<file path="src/rtl/vram_tile_arbiter.sv">
// Shares a single-port synchronous-read VRAM between tile-map prefetch for the
// 80x60 tile display and a req/ack CPU port; video slots always win.
module vram_tile_arbiter #(
    parameter int                ADDR_W    = 16,
    parameter int                DATA_W    = 16,
    parameter logic [ADDR_W-1:0] TILE_BASE = 16'hE000
) (
    input  logic              clock,
    input  logic              reset,
    input  logic [9:0]        hCount,
    input  logic [9:0]        vCount,
    input  logic              cpu_req,
    input  logic              cpu_we,
    input  logic [ADDR_W-1:0] cpu_addr,
    input  logic [DATA_W-1:0] cpu_wdata,
    output logic              cpu_ack,
    output logic [DATA_W-1:0] cpu_rdata,
    output logic [ADDR_W-1:0] mem_addr,
    output logic              mem_we,
    output logic [DATA_W-1:0] mem_wdata,
    input  logic [DATA_W-1:0] mem_rdata,
    output logic [DATA_W-1:0] tile_idx
);

    typedef enum logic [1:0] {
        ST_IDLE,
        ST_WAIT,
        ST_ACK
    } cpu_state_t;

    cpu_state_t state, state_nx;

    logic [9:0]        v_next;
    logic [9:0]        h_plus;
    logic              vis_slot;
    logic              pre_slot;
    logic              video_slot;
    logic [6:0]        row;
    logic [6:0]        col;
    logic [12:0]       tile_off;
    logic [ADDR_W-1:0] video_addr;
    logic              cpu_go;
    logic              cpu_issue;
    logic              cpu_rd;
    logic              vid_issue;
    logic              vid_data;

    // Fetch for the tile starting 3 pixels later; at the end of the line
    // prefetch column 0 of the next line.
    always_comb begin
        v_next     = (vCount == 10'd524) ? 10'd0 : vCount + 10'd1;
        h_plus     = hCount + 10'd3;
        vis_slot   = (hCount[2:0] == 3'd5) && (hCount <= 10'd629) && (vCount < 10'd480);
        pre_slot   = (hCount == 10'd797) && (v_next < 10'd480);
        video_slot = vis_slot || pre_slot;
        row        = pre_slot ? v_next[9:3] : vCount[9:3];
        col        = pre_slot ? 7'd0 : 7'(h_plus >> 3);
        tile_off   = {row, 6'b0} + {2'b0, row, 4'b0} + {6'b0, col};
        video_addr = TILE_BASE + ADDR_W'(tile_off);
        cpu_go     = (state == ST_IDLE) && cpu_req && !video_slot;
    end

    // WAIT spans the issue cycle and the data cycle; cpu_issue tells them apart.
    always_comb begin
        state_nx = state;
        case (state)
            ST_IDLE: if (cpu_go) state_nx = ST_WAIT;
            ST_WAIT: if (!cpu_issue) state_nx = ST_ACK;
            ST_ACK:  state_nx = ST_IDLE;
            default: state_nx = ST_IDLE;
        endcase
    end

    assign cpu_ack = (state == ST_ACK);

    always_ff @(posedge clock) begin
        if (reset) begin
            state     <= ST_IDLE;
            cpu_issue <= 1'b0;
            cpu_rd    <= 1'b0;
            cpu_rdata <= '0;
        end else begin
            state     <= state_nx;
            cpu_issue <= cpu_go;
            if (cpu_go) cpu_rd <= !cpu_we;
            if ((state == ST_WAIT) && !cpu_issue && cpu_rd) cpu_rdata <= mem_rdata;
        end
    end

    // Registered VRAM port: video, else CPU, else an idle read of the last address.
    always_ff @(posedge clock) begin
        if (reset) begin
            mem_addr  <= '0;
            mem_we    <= 1'b0;
            mem_wdata <= '0;
        end else if (video_slot) begin
            mem_addr <= video_addr;
            mem_we   <= 1'b0;
        end else if (cpu_go) begin
            mem_addr  <= cpu_addr;
            mem_we    <= cpu_we;
            mem_wdata <= cpu_wdata;
        end else begin
            mem_we <= 1'b0;
        end
    end

    always_ff @(posedge clock) begin
        if (reset) begin
            vid_issue <= 1'b0;
            vid_data  <= 1'b0;
            tile_idx  <= '0;
        end else begin
            vid_issue <= video_slot;
            vid_data  <= vid_issue;
            if (vid_data) tile_idx <= mem_rdata;
        end
    end

endmodule

</file>
<file path="config.mk">
export PLATFORM = sky130hd
export DESIGN_NAME = vram_tile_arbiter
export DESIGN_NICKNAME = d
export VERILOG_FILES = /design/src/rtl/vram_tile_arbiter.sv
export SDC_FILE = /design/constraint.sdc
export NUM_CORES = 1
export LEC_CHECK = 0
export BUFFER_PORTS_ARGS = -buffer_cell sky130_fd_sc_hd__buf_2
export CORE_MARGIN = 2
export CORE_UTILIZATION = 44
export CTS_CLUSTER_SIZE = 14
export DETAILED_ROUTE_END_ITERATION = 10
export PLACE_DENSITY = 0.76
export SETUP_SLACK_MARGIN = 0.15
export SLEW_MARGIN = 0
export SYNTH_ARGS = -nofsm -noshare
export SYNTH_HDL_FRONTEND = slang
export SYNTH_SLANG_ARGS = --single-unit
export TNS_END_PERCENT = 100
</file>
<file path="constraint.sdc">
create_clock -name clock -period 3.3 [get_ports clock]
set_input_delay 0.165 -clock clock [delete_from_list [all_inputs] [get_ports clock]]
set_output_delay 0.165 -clock clock [all_outputs]
set_load 0.005 [all_outputs]
</file>
### After elaboration in Yosys (flattened, before gate mapping)

Cells that the tools add are included.

| word-level totals | value |
|---|---|
| flip-flop bits (word level) | 71 |
| bits in latches | 0 |
| RAM bits | 0 |
| bits in read-only memories | 0 |
| bits of input ports | 72 |
| output and inout port bits | 66 |
| logic and storage cells | 51 |
| memories kept | 0 |

| operators by class | value |
|---|---|
| add/sub/neg operators | 5 |
| multiply operators | 0 |
| divide/modulo/power cells | 0 |
| order comparisons | 3 |
| eq/ne operators | 7 |
| shift operators | 0 |
| multiplexer cells | 8 |
| bitwise gates (word level) | 2 |
| reduce and logical (&&, ||, !) cells | 16 |

Operators with widths:

| kind | count |
|---|---|
| $mux W16 | 2 |
| $eq A10 B10 Y1 const B | 2 |
| $lt A10 B9 Y1 const B | 2 |
| $add A14 B14 Y15 const A | 1 |
| $mux W7 | 2 |
| $add A13 B11 Y13 | 1 |
| $add A13 B7 Y13 | 1 |
| $add A10 B1 Y10 const B | 1 |
| $add A10 B2 Y10 const B | 1 |
| $le A10 B10 Y1 const B | 1 |
| $mux W10 | 1 |
| $logic_and A1 B1 Y1 | 7 |
| $mux W2 | 2 |
| $ne A2 B2 Y1 const B | 2 |
| $pmux W2 S2 | 1 |
| $reduce_and A2 Y1 | 2 |
| $eq A3 B3 Y1 const B | 1 |
| $logic_not A1 Y1 | 3 |
| $reduce_or A3 Y1 | 1 |
| $eq A2 B1 Y1 const B | 1 |
| $eq A2 B2 Y1 const B | 1 |
| $logic_not A2 Y1 | 1 |
| $not A1 Y1 | 2 |
| $reduce_bool A2 Y1 | 1 |
| $logic_or A1 B1 Y1 | 1 |

### Logic depth before layout (Yosys ltp)

| depth | value |
|---|---|
| depth after elaboration | 9 |
| mapped depth | 15 |
| depth with buffers taken out | 13 |

### Worst setup path before layout

No wires, ideal clock.

| timing path | value |
|---|---|
| path type | input -> register |
| from | in vCount[5] |
| to | reg mem_addr[11] |
| setup time | 0.086 ns |
| arrival | 3.228 ns |
| data required time | 3.214 ns |
| path slack | -0.013 ns |
| stages on the path | 14 |
| path buffers | 2 |
| path through | buf_6 > and4_1 > and4_1 > o31a_2 > buf_4 > or2_2 > fa_1 > inv_1 > fa_1 > a21oi_1 > o211ai_1 > a21oi_1 > xor2_1 > a211oi_1 |

| between the ends | value |
|---|---|
| cells in the longest elaborated chain, start to end | 9 |
| elaborated cells on any way between the ends | 17 |
| classes of those cells | add/sub: 4; order compare: 2; eq/ne: 1; mux: 4; reduce/logical: 6 |

RTL lines:

| element | RTL line | text |
|---|---|---|
| from (decl) | 11 | `input logic [9:0] vCount,` |
| $add A10 B1 Y10 or $eq A10 B10 Y1 (tied branches) | 51 | `v_next = (vCount == 10'd524) ? 10'd0 : vCount + 10'd1;` |
| $mux W10 | 51 |  |
| $lt A10 B9 Y1 | 54 | `pre_slot = (hCount == 10'd797) && (v_next < 10'd480);` |
| $logic_and A1 B1 Y1 | 54 |  |
| $mux W7 | 56 | `row = pre_slot ? v_next[9:3] : vCount[9:3];` |
| $add A13 B11 Y13 | 58 | `tile_off = {row, 6'b0} + {2'b0, row, 4'b0} + {6'b0, col};` |
| $add A13 B7 Y13 | 58 |  |
| $add A14 B14 Y15 | 59 | `video_addr = TILE_BASE + ADDR_W'(tile_off);` |
| $mux W16 | 96 | `end else if (video_slot) begin` |
| to (signal assigned) | 97 | `mem_addr <= video_addr;` |
| to (signal assigned) | 100 | `mem_addr <= cpu_addr;` |
| to (decl) | 18 | `output logic [ADDR_W-1:0] mem_addr,` |

Several ways; a longest one is shown, not always the timed one.
A chain may end at the register's enable or synchronous reset.

### Worst setup path in the final report

| timing path | value |
|---|---|
| from | in vCount[8] |
| to | reg mem_addr[11] |

The elaborated chain is that of the path after synthesis.

==> results.cfg <==
[worst_setup_path]
cp-end-kind = flip-flop
r2r_slack_ps = 1580
required_ps = 3480
crit_type = input pin to flip-flop
cp-start-kind = input pin
critPathArrivalTime_ps = 3170
critPathMaxFanout = 5

[logic_synthesis]
ys_types = 53
synth_ff_type = dfxtp_1
yosysTopAreaCellShare_pct = 39.3
synth_edf_count = 0
synth.area.top_cells = dfxtp_1 (39%), mux2i_1 (12%), nand2b_1 (5.5%)
ys_seq_area_share_pct = 39.3
async_flop_share_pct = 0
yosysWarnings = 0
yosys.area.top_type = dfxtp_1
syn_inst = 389
synth_area_um2 = 3620
synth_seq_cells = 71
syn_area_per_cell_um2 = 9.30
syn-num-nets = 476

[clock_tree]
clkTransAtPathRegs_ps = 80
htreeDepth = 3
postCtsSetupRepairBufs = 0
cts_root_buf = clkbuf_8
cts_tree = done
cts_buffer_depth = 2
clkSinkCount = 71
cts_buffers = 9
insertion_delay_ps = 350

[global_routing]
grt_max_degree = 69
antenna_found_initial = 0
grt_pass1_wl_um = 14500
grt_pass1_vias = 3185
grt-ovfl-total = 0
globalRouteTotalUtil_pct = 20.4

[power_and_ir_drop]
p_int_mw = 1.34
pwr-share-clk_pct = 32.0
powerDensity_nw_per_um2 = 398
pwr-share-comb_pct = 19.1
p_total_mw = 1.88
max-vdd-ir-drop_uv = 171
power_leakage_nw = 2.14
switchingPower_mw = 0.531
power_switching_share_pct = 28.3
seq_power_share_pct = 48.9

[drt]
wl_met3_um = 785
first_pass_iters = 4
drc = 0
routedWlPerCell_um = 14.1
top_layer = met4
wl_um = 9160
vias_per_cell = 5.16
via_count = 3346
wl_met1_um = 3630
drt-initial-drc-count = 94
met2WireLength_um = 4610
route.antenna.remaining_nets = 0

[floorplan]
fp.dieW_um = 94.7
core_um2 = 8090
rows = 33
io_pins = 138
die_area_um2 = 8960
initial_utilization_pct = 44.7
die_h_um = 94.7

[finish]
nFillCells = 748
drive_above_1_share_pct = 36.5
syn2layout_area_growth_pct = 30.2
antenna_cells = 0
finalInstanceArea_um2 = 4710
fin_cells = 648
finalNetCount = 625

[placement]
hpwl_um = 6950
place.gp.congestion = 0.831
place_inst = 631
detailed_place.area_um2 = 4510
port_buffers = 137
dp_slack_ps = -83.8

[job]
maxCapViolations = 0

[sta]
fin_worst_skew_ps = 12.1
worstMarginPinSlew_ps = 1060
worst_slack_ps = 307
hold-worst-slack_ps = 66.6
finalSetupViolCount = 0
max_freq_mhz = 334
report.final.slew_viol_count = 0
rsz0062_at_grt = no
finalHoldViolations = 0
period_needed_ps = 2990
fin_crit_sh_pct = 90.7
slew_headroom_pct = 29.3

[hold_path]
hold_class = input pin to flip-flop

[outcome]
status = complete, no violations
==> final cells by class <==
class                      count  area (um2)  area share (%)
clock buffer                   9         124            2.63
clock inverter                 7        47.5            1.01
inverter                       6        22.5           0.478
multi-input combinational    289        2090            44.4
sequential                    71        1420            30.2
tap                          105         131            2.79
timing repair buffer         161         868            18.4
==> state kept, by name, indices dropped and copies added, names as in the netlist <==
register / flops
vid_data: 1
state: 2
cpu_issue: 1
cpu_rdata: 16
cpu_rd: 1
mem_wdata: 16
mem_addr: 16
tile_idx: 16
mem_we: 1
vid_issue: 1
==> synthesized netlist by cell type, types with 3 or more instances <==
| library cell | instances |
|---|---|
| and4_1 | 5 |
| xnor2_1 | 7 |
| nor2_1 | 32 |
| clkbuf_1 | 14 |
| dfxtp_1 | 71 |
| o21ai_0 | 6 |
| buf_2 | 4 |
| nand3_1 | 6 |
| inv_1 | 6 |
| nand2_1 | 41 |
| nor3b_1 | 3 |
| nor2b_1 | 6 |
| nand2b_1 | 32 |
| a2111oi_2 | 4 |
| and2_1 | 3 |
| mux2i_1 | 44 |
| a211oi_1 | 12 |
| a21oi_1 | 28 |
| xor2_1 | 7 |
| ha_1 | 13 |
==> final timing paths <==
| kind | from | to | depth (start not counted) |
|---|---|---|---|
| setup / recovery | vCount[8] | mem_addr[11]$_SDFFE_PP0P_ | 14 |
| hold / removal | mem_rdata[4] | cpu_rdata[4]$_SDFFE_PP0P_ | 3 |
| setup reg to reg | state[0]$_SDFFE_PP0P_ | mem_wdata[15]$_SDFFE_PP0P_ | 5 |
| hold reg to reg | vid_issue$_SDFF_PP0_ | vid_data$_SDFF_PP0_ | 1 |
==> cell usage in the layout, fill, tap and decap left out, drive strengths merged, types with 2 or more instances in the layout <==
cell / n
nand3: 6
clkinvlp: 2
nand2b: 32
and3: 2
nor4b: 2
clkinv: 4
inv: 7
nand2: 41
nand4: 2
nor3b: 3
mux2i: 44
dfxtp: 71
xnor2: 7
clkbuf: 9
a21o: 2
nor3: 3
a211oi: 12
a21oi: 28
nor2: 33
xor2: 7
ha: 13
buf: 160
o211ai: 2
a31oi: 2
a41oi: 2
and2: 3
nand3b: 2
and4: 5
a2111oi: 6
o31a: 2
fa: 2
o21ai: 6
o31ai: 3
nor2b: 6
==> power by group through the flow <==
stage	Sequential, mW	Combinational (mW)	Clock [mW]
finish	0.916	0.359	0.600
floorplan	0.937	0.208	0
detailed placement	0.936	0.355	0
global route	0.920	0.400	0.658
CTS	0.916	0.359	0.619
global placement	0.934	0.343	0
==> stage by stage <==
stage,util [%],setup TNS [ps]
floorplan,-,0
global placement,55.7,0
detailed placement,55.7,-149
CTS,57.9,0
global route,58.2,0
finish,58.2,0
==> cell families after synthesis <==
family / after synthesis / share of synthesized area (%)
flops: 71 / 39.3
mux: 45 / 12.5
fa+ha+maj: 15 / 5.61
compound gates: 72 / 14.4
simple gates: 143 / 20.7
buf+inv: 29 / 4.12
xor+xnor: 14 / 3.39
==> critical path, cell delays in order <==
cell	delay [ps]
buf_2	130
nor4b_2	260
and4b_2	330
o31a_4	150
a41oi_1	140
a31o_2	250
fa_1	490
inv_1	70
fa_2	410
a21oi_2	190
o211ai_1	130
a21oi_1	200
xor2_1	180
a211oi_1	90
==> layer usage <==
| metal | vias up | GRT usage (%) |
|---|---|---|
| met4 | 0 | 7.13 |
| met3 | 14 | 6.86 |
| met5 | - | 0 |
| met2 | 119 | 37.1 |
| met1 | 1535 | 22.1 |
| li1 | 1678 | - |
==> repair_timing <==
action	in CTS	in global routing
hold buffers	1	0
hold endpoints to repair	1	0
gates resized for setup	0	4
setup endpoints to repair	0	2
No activity file was read; power rests on OpenSTA's default activity.
